`src/rtl/icache_refill_responder_if.sv`:
```
// Refill handshake and instruction-memory bus bundle for icache_refill_responder.
// The slave modport is the responder; the master modport drives the requester and bus side.
interface icache_refill_responder_if #(
    parameter int WORD       = 32,
    parameter int ADDR_W     = 32,
    parameter int LINE_WORDS = 4
);
    logic                         memory_valid;
    logic [ADDR_W-1:0]            addr;
    logic                         memory_ready;
    logic [LINE_WORDS*WORD-1:0]   ret_line;
    logic                         mem_req;
    logic [ADDR_W-1:0]            mem_addr;
    logic                         mem_gnt;
    logic                         mem_rvalid;
    logic [WORD-1:0]              mem_rdata;

    modport slave (
        input  memory_valid, addr, mem_gnt, mem_rvalid, mem_rdata,
        output memory_ready, ret_line, mem_req, mem_addr
    );

    modport master (
        output memory_valid, addr, mem_gnt, mem_rvalid, mem_rdata,
        input  memory_ready, ret_line, mem_req, mem_addr
    );
endinterface

```
`src/rtl/icache_refill_responder.sv`:
```
// Line-refill responder: fetches LINE_WORDS words over a single-outstanding bus and returns the line.
// Optional build macro CRITICAL_WORD_FIRST_EN starts the fetch at the missed word and wraps.
module icache_refill_responder #(
    parameter int WORD       = 32,
    parameter int ADDR_W     = 32,
    parameter int LINE_WORDS = 4
) (
    input  logic clk,
    input  logic rstn,
    icache_refill_responder_if.slave bus
);
    localparam int IDX_W = $clog2(LINE_WORDS);
    localparam int OFF   = IDX_W + 2;
    localparam logic [IDX_W-1:0] LAST_CNT = IDX_W'(LINE_WORDS - 1);

    typedef enum logic [1:0] {
        S_IDLE,
        S_REQ,
        S_WAIT,
        S_RESP
    } state_t;

    state_t                  state_reg, state_next;
    logic [IDX_W-1:0]        idx_reg, idx_next;
    logic [IDX_W-1:0]        cnt_reg, cnt_next;
    logic [ADDR_W-OFF-1:0]   tag_reg, tag_next;
    logic [ADDR_W-1:0]       mem_addr_reg, mem_addr_next;
    logic [IDX_W-1:0]        start_idx;
    logic [IDX_W-1:0]        idx_inc;
    logic                    capture;
    logic                    unused_low_bits;

`ifdef CRITICAL_WORD_FIRST_EN
    assign start_idx = bus.addr[OFF-1:2];
`else
    assign start_idx = '0;
`endif
    assign unused_low_bits = ^bus.addr[OFF-1:0];

    // Index arithmetic stays inside IDX_W bits, so the address wraps within the line.
    assign idx_inc = idx_reg + 1'b1;

    always_ff @(posedge clk or negedge rstn) begin
        if (!rstn) begin
            state_reg    <= S_IDLE;
            idx_reg      <= '0;
            cnt_reg      <= '0;
            tag_reg      <= '0;
            mem_addr_reg <= '0;
        end else begin
            state_reg    <= state_next;
            idx_reg      <= idx_next;
            cnt_reg      <= cnt_next;
            tag_reg      <= tag_next;
            mem_addr_reg <= mem_addr_next;
        end
    end

    always_comb begin
        state_next    = state_reg;
        idx_next      = idx_reg;
        cnt_next      = cnt_reg;
        tag_next      = tag_reg;
        mem_addr_next = mem_addr_reg;
        capture       = 1'b0;
        unique case (state_reg)
            S_IDLE: begin
                if (bus.memory_valid) begin
                    tag_next      = bus.addr[ADDR_W-1:OFF];
                    idx_next      = start_idx;
                    cnt_next      = '0;
                    mem_addr_next = {bus.addr[ADDR_W-1:OFF], start_idx, 2'b00};
                    state_next    = S_REQ;
                end
            end
            S_REQ: begin
                if (bus.mem_gnt) begin
                    state_next = S_WAIT;
                end
            end
            S_WAIT: begin
                if (bus.mem_rvalid) begin
                    capture       = 1'b1;
                    idx_next      = idx_inc;
                    cnt_next      = cnt_reg + 1'b1;
                    mem_addr_next = {tag_reg, idx_inc, 2'b00};
                    state_next    = (cnt_reg == LAST_CNT) ? S_RESP : S_REQ;
                end
            end
            S_RESP: begin
                state_next = S_IDLE;
            end
            default: begin
                state_next = S_IDLE;
            end
        endcase
    end

    assign bus.mem_req      = (state_reg == S_REQ);
    assign bus.memory_ready = (state_reg == S_RESP);
    assign bus.mem_addr     = mem_addr_reg;

    // Each line word only changes when its own index is returned, so the line persists between refills.
    for (genvar gi = 0; gi < LINE_WORDS; gi++) begin : g_word
        logic [WORD-1:0] word_reg;
        always_ff @(posedge clk or negedge rstn) begin
            if (!rstn) begin
                word_reg <= '0;
            end else if (capture && (idx_reg == IDX_W'(gi))) begin
                word_reg <= bus.mem_rdata;
            end
        end
        assign bus.ret_line[gi*WORD +: WORD] = word_reg;
    end
endmodule
```
`src/flat_wrapper.sv`:
```
// flat-port wrapper written by rule: the top's interface ports become plain ports
module icache_refill_responder_flat 
#(
    parameter int WORD       = 32,
    parameter int ADDR_W     = 32,
    parameter int LINE_WORDS = 4
)
  (clk, rstn, bus_memory_valid, bus_addr, bus_mem_gnt, bus_mem_rvalid, bus_mem_rdata, bus_memory_ready, bus_ret_line, bus_mem_req, bus_mem_addr);
  icache_refill_responder_if #(.WORD(WORD), .ADDR_W(ADDR_W), .LINE_WORDS(LINE_WORDS)) bus_i ();
  input  logic clk;
  input  logic rstn;
  input wire logic [$bits(bus_i.memory_valid)-1:0] bus_memory_valid;
  input wire logic [$bits(bus_i.addr)-1:0] bus_addr;
  input wire logic [$bits(bus_i.mem_gnt)-1:0] bus_mem_gnt;
  input wire logic [$bits(bus_i.mem_rvalid)-1:0] bus_mem_rvalid;
  input wire logic [$bits(bus_i.mem_rdata)-1:0] bus_mem_rdata;
  output wire logic [$bits(bus_i.memory_ready)-1:0] bus_memory_ready;
  output wire logic [$bits(bus_i.ret_line)-1:0] bus_ret_line;
  output wire logic [$bits(bus_i.mem_req)-1:0] bus_mem_req;
  output wire logic [$bits(bus_i.mem_addr)-1:0] bus_mem_addr;
  assign bus_i.memory_valid = bus_memory_valid;
  assign bus_i.addr = bus_addr;
  assign bus_i.mem_gnt = bus_mem_gnt;
  assign bus_i.mem_rvalid = bus_mem_rvalid;
  assign bus_i.mem_rdata = bus_mem_rdata;
  assign bus_memory_ready = bus_i.memory_ready;
  assign bus_ret_line = bus_i.ret_line;
  assign bus_mem_req = bus_i.mem_req;
  assign bus_mem_addr = bus_i.mem_addr;
  icache_refill_responder #(.WORD(WORD), .ADDR_W(ADDR_W), .LINE_WORDS(LINE_WORDS)) u_core (.clk(clk), .rstn(rstn), .bus(bus_i));
endmodule
```
`config.mk`:
```
export PLATFORM = sky130hd
export DESIGN_NAME = icache_refill_responder_flat
export DESIGN_NICKNAME = d
export VERILOG_FILES = /design/src/rtl/icache_refill_responder_if.sv /design/src/rtl/icache_refill_responder.sv /design/src/flat_wrapper.sv
export SDC_FILE = /design/constraint.sdc
export NUM_CORES = 1
export LEC_CHECK = 0
export ABC_AREA = 1
export CAP_MARGIN = 20
export CELL_PAD_IN_SITES_DETAIL_PLACEMENT = 2
export CELL_PAD_IN_SITES_GLOBAL_PLACEMENT = 2
export CORE_MARGIN = 5
export CORE_UTILIZATION = 29
export CTS_BUF_LIST = sky130_fd_sc_hd__clkbuf_16
export DETAILED_ROUTE_END_ITERATION = 12
export MAX_ROUTING_LAYER = met4
export PLACE_DENSITY_LB_ADDON = 0.08
export RECOVER_POWER = 50
export SETUP_SLACK_MARGIN = 0.2
export SLEW_MARGIN = 30
export SYNTH_ARGS = -nofsm -noshare
export SYNTH_HDL_FRONTEND = slang
export SYNTH_SLANG_ARGS = --single-unit
export TNS_END_PERCENT = 5
```
`constraint.sdc`:
```
create_clock -name clk -period 4.15 [get_ports clk]
set_input_delay 0.83 -clock clk [delete_from_list [all_inputs] [get_ports clk]]
set_output_delay 0.83 -clock clk [all_outputs]
set_load 0.05 [all_outputs]
```
* After elaboration in Yosys (flattened, before gate mapping)
Cells that the tools add are included.
** Word-level totals
- Output and inout port bits :: 162
- Word-level logic and storage cells :: 46
- Bits in registers :: 194
- Input port bits :: 69
** Operators by class
- Reduce and logical (&&, ||, !) cells :: 10
- Equal/unequal tests :: 10
- Mux-type cells :: 15
- Add/subtract/negate cells :: 2
** Operator list (count)
- 32-bit two-way mux :: 2
- 32-bit case mux with 2 select lines :: 1
- 2-bit two-way mux :: 7
- 2-bit == test (second input constant) :: 5
- 2-bit case mux with 2 select lines :: 2
- 2-bit case mux with 4 select lines :: 1
- 2-bit != test (second input constant) :: 3
- 3-bit AND reduction :: 2
- 2-bit by 1-bit adder with 2-bit output (second input constant) :: 2
- 2-bit by 1-bit == test with 1-bit output (second input constant) :: 2
- 1-bit logical AND :: 4
- 2-bit zero test :: 2
- 1-bit two-way mux :: 2
- 2-bit AND reduction :: 1
- 2-bit nonzero test :: 1

* Logic depth before layout (Yosys ltp)
- Word-level depth :: 4
- Gate-level depth with buffers :: 8
- Gate-level depth less buffers :: 6

* Worst setup path before layout
Ideal clock, no wire load.
- Kind :: register to output
- From :: register u_core.state_reg[1]
- To :: output port bus_mem_req
- Slack :: 2466 ps
- Cell stages (with the launch flop) :: 4
- Path buffers :: 0
- Data required time :: 3320 ps
- Data arrival time :: 854 ps
- Path through :: dfrtp_1 > inv_1 > nand2_1 > inv_1
** Between the ends
- Word-level cells in the longest chain between the ends :: 1
** RTL lines
- start, declared :: RTL line icache_refill_responder.sv:23 : state_t state_reg, state_next;
- start signal, assigned :: RTL line icache_refill_responder.sv:51 : state_reg <= state_next;
- 2-bit by 1-bit == test with 1-bit output :: RTL line icache_refill_responder.sv:99 : assign bus.mem_req = (state_reg == S_REQ);
- end, declared :: RTL line flat_wrapper.sv:19 : output wire logic [$bits(bus_i.mem_req)-1:0] bus_mem_req;
No other way between the ends.

* Worst setup path in the final report
- From :: input port bus_memory_valid
- To :: register u_core.mem_addr_reg[12], in the netlist u_core.bus.mem_addr[12]
** Between the ends
- Word-level cells in the longest chain between the ends :: 2
** RTL lines
- start, declared :: RTL line flat_wrapper.sv:12 : input wire logic [$bits(bus_i.memory_valid)-1:0] bus_memory_valid;
- 2-bit != test (no source line)
- 3-bit AND reduction (no source line)
- end signal, assigned :: RTL line icache_refill_responder.sv:55 : mem_addr_reg <= mem_addr_next;
- end, declared :: RTL line icache_refill_responder.sv:27 : logic [ADDR_W-1:0] mem_addr_reg, mem_addr_next;
No other way between the ends.
A chain may end at the register's enable or synchronous reset.

==> qor.json <==
{
  "run_status": "complete, but fails checks",
  "failed_checks": "capacitance limit, slew limit",
  "cell_internal_pwr_mw": 5.13,
  "power.net_switching_mw": 5.26,
  "grt_use_total_pct": 19.4,
  "grt_pass1_vias": 8021,
  "drc": 0,
  "cts.repair.resized": 0,
  "synth.yosys.warnings": 0,
  "post-route-period-util_pct": 77.8,
  "async_reset_ff_share_pct": 100,
  "chipHeight_um": 176,
  "hold_buffers": 0,
  "synthesis.instances": 949,
  "worst_clk_skew_ns": 0.0131,
  "cp-start-kind": "input pin",
  "global_route_overflow": 0,
  "area.growth.synth_to_final_pct": 38.8,
  "synth_cell_types": 12,
  "globalplace.congestion": 0.751,
  "grt_pass1_wl_um": 46000,
  "power_switching_share_pct": 50.6,
  "critPathArrivalTime_ns": 3.59,
  "ys_seq_elements": 190,
  "chipWidth_um": 176,
  "finalSetupTns_ns": 0,
  "drive_gt1_share_pct": 5.18,
  "ys_seq_area_share_pct": 59.7,
  "detailroute.via_count": 7254,
  "max-cap-violations": 2,
  "timing.critical_path.to": "u_core.bus.mem_addr[12]",
  "cts_buffer_depth": 2,
  "detail-route-antenna-nets": 0,
  "fillerInstances": 3043,
  "io-pin-count": 231,
  "crit_path_start": "bus_memory_valid",
  "period_needed_ns": 3.23,
  "mappedNetlistArea_sq_um": 7970,
  "portBuffers": 224,
  "antenna_found_initial": 1,
  "finalMaxSlewViolations": 125,
  "total_die_area_sq_um": 30900,
  "postSynthAreaPerCell_sq_um": 8.40,
  "crit_path_end_kind": "flop",
  "finalWorstSetupSlack_ns": 0.919,
  "cts_made_buffers": 17,
  "clkPwrFrac_pct": 16.0,
  "p_per_cell_area_nw_per_um2": 939,
  "hold_path_class": "reg -> reg",
  "finalSetupViolCount": 0,
  "root_buffer": "clkbuf_16",
  "start_util_pct": 29.5,
  "dominantRegCellSynth": "dfrtp_1",
  "total_number_of_clock_tree_sinks": 190,
  "route.detailed.wl_per_inst_um": 19.2,
  "slew_headroom_pct": -68.4,
  "clk_latency_ns": 0.43,
  "dp_cells": 1468,
  "placed_wire_length_estimate_um": 18900,
  "power.total_mw": 10.4,
  "core_area_sq_um": 27000,
  "p_leak_nw": 5.62,
  "nets": 1220,
  "cp.required_ns": 4.51,
  "peakVddDrop_v": 0.000340,
  "p_comb_share_pct": 54.2,
  "detail_route.iter0.violations": 392,
  "path_max_fanout": 30,
  "instances_no_fill": 1501,
  "p_seq_share_pct": 29.9,
  "r2r_setup_slack_ns": 1.74,
  "grt_start_max_net_pins": 95,
  "reg2reg_from": "u_core.state_reg[0]",
  "tritoncts_clock_tree": "done",
  "rows": 60,
  "vias_per_cell": 4.83,
  "clock_transition_at_path_regs_ns": 0.07,
  "synth_top_area_cell": "dfrtp_1",
  "critical_setup_path_kind": "in -> reg",
  "post_synth_main_area_contributors": "dfrtp_1 60%, nand2_1 22%, nand3_1 12%",
  "synth.cells.most_frequent": "475 x nand2_1, 191 x nand3_1, 190 x dfrtp_1",
  "synth_enable_flop_cells": 0,
  "firstDrtPassIters": 4,
  "number_of_failing_hold_endpoints_at_the_final_stage": 0,
  "max_freq_mhz": 310,
  "dp_worst_setup_slack_ns": 0.998,
  "timing.rr.end": "u_core.g_word[2].word_reg[26]",
  "number_of_flip_flops_in_the_largest_register": 128,
  "most_frequently_used_cell_type_in_the_post_synthesis_netlist": "nand2_1",
  "h_tree_depth_reported_by_cts": 4,
  "wirelength_um": 28800,
  "synth.top_cell.area_share_pct": 59.7,
  "rsz0062_at_grt": "no",
  "holdWs_ns": 0.473,
  "postCtsSetupRepairBufs": 0,
  "ff2ff_path_depth": 6,
  "worstMarginPinSlew_ns": 2.53
}
routing by layer:
| layer | share of wire (%) | track usage, % | vias to the layer above |
|---|---|---|---|
| met5 | 0 | - | - |
| met4 | 0.88 | 3.64 | 0 |
| met3 | 5.1 | 4.15 | 12 |
| met2 | 50 | 32.9 | 153 |
| met1 | 44 | 24.4 | 3698 |
| li1 | - | - | 3391 |
placed cells by master (no fill, tap or decap):
cell and instances:
clkbuf_2 4, buf_4 16, nand2_2 1, ha_1 2, nand2_1 474, dfrtp_1 190, buf_12 1, nor2_4 1
clkinvlp_4 6, clkbuf_1 1, conb_1 2, clkinv_4 1, inv_8 5, clkdlybuf4s50_1 221, dlygate4sd3_1 2, ha_2 3
inv_1 12, clkinv_2 1, nor2_1 4, nand3_1 191, inv_6 1, bufinv_16 1, nor2_2 2, clkbuf_16 17
diode_2 1
kinds of logic after synthesis:
logic type / count (synthesis) / share of synthesized area [%]
adder cells (fa/ha/maj): 5 / 0.785
buffers and inverters: 80 / 4.73
flip-flops: 190 / 59.7
other: 1 / 0.0471
AND/OR/NAND/NOR: 673 / 34.8
metrics by stage:
step / cell area [sq um] / utilization (%)
after floorplan: 7970 / -
after global placement: 10500 / 38.9
final: 11100 / 40.9
after global routing: 11100 / 40.9
after CTS: 11100 / 41.0
after detailed placement: 10500 / 38.9
layout make-up:
cell class | count | area, sq um | area share (%)
Sequential cell | 190 | 4750 | 43.0
Tap cell | 341 | 427 | 3.86
Inverter | 12 | 45.0 | 0.407
Multi-Input combinational cell | 680 | 2860 | 25.8
Timing Repair Buffer | 245 | 2400 | 21.7
Clock buffer | 17 | 425 | 3.85
Antenna cell | 1 | 2.50 | 0.0226
Clock inverter | 15 | 154 | 1.39
worst min path at each step:
stage                                        from  slack, ns                            end  cells past startpoint
global route        u_core.g_word[3].word_reg[16]       0.50  u_core.g_word[3].word_reg[16]                      2
CTS                            u_core.tag_reg[16]       0.48             u_core.tag_reg[16]                      2
global placement    u_core.g_word[1].word_reg[31]       0.45  u_core.g_word[1].word_reg[31]                      2
finish                         u_core.tag_reg[16]       0.47             u_core.tag_reg[16]                      2
detailed placement             u_core.tag_reg[16]       0.46             u_core.tag_reg[16]                      2
floorplan                       u_core.tag_reg[0]       0.44              u_core.tag_reg[0]                      2
critical path, cell delays in order:
cell and delay [ns]:
dlygate4sd3_1 0.52, clkbuf_1 1.21, nand2_2 0.11, nand2_1 0.37
buf_4 0.35, nand2_1 0.11, nand2_1 0.07
power groups by stage:
stage | logic, mW | clock network [mW] | registers [mW]
after floorplan | 1.38 | 0 | 5.32
after global placement | 5.63 | 0 | 3.12
after detailed placement | 5.73 | 0 | 3.14
after CTS | 5.75 | 1.71 | 3.12
after global routing | 6.02 | 1.78 | 3.22
final | 5.63 | 1.66 | 3.11
(Power assumes the default switching activity.)
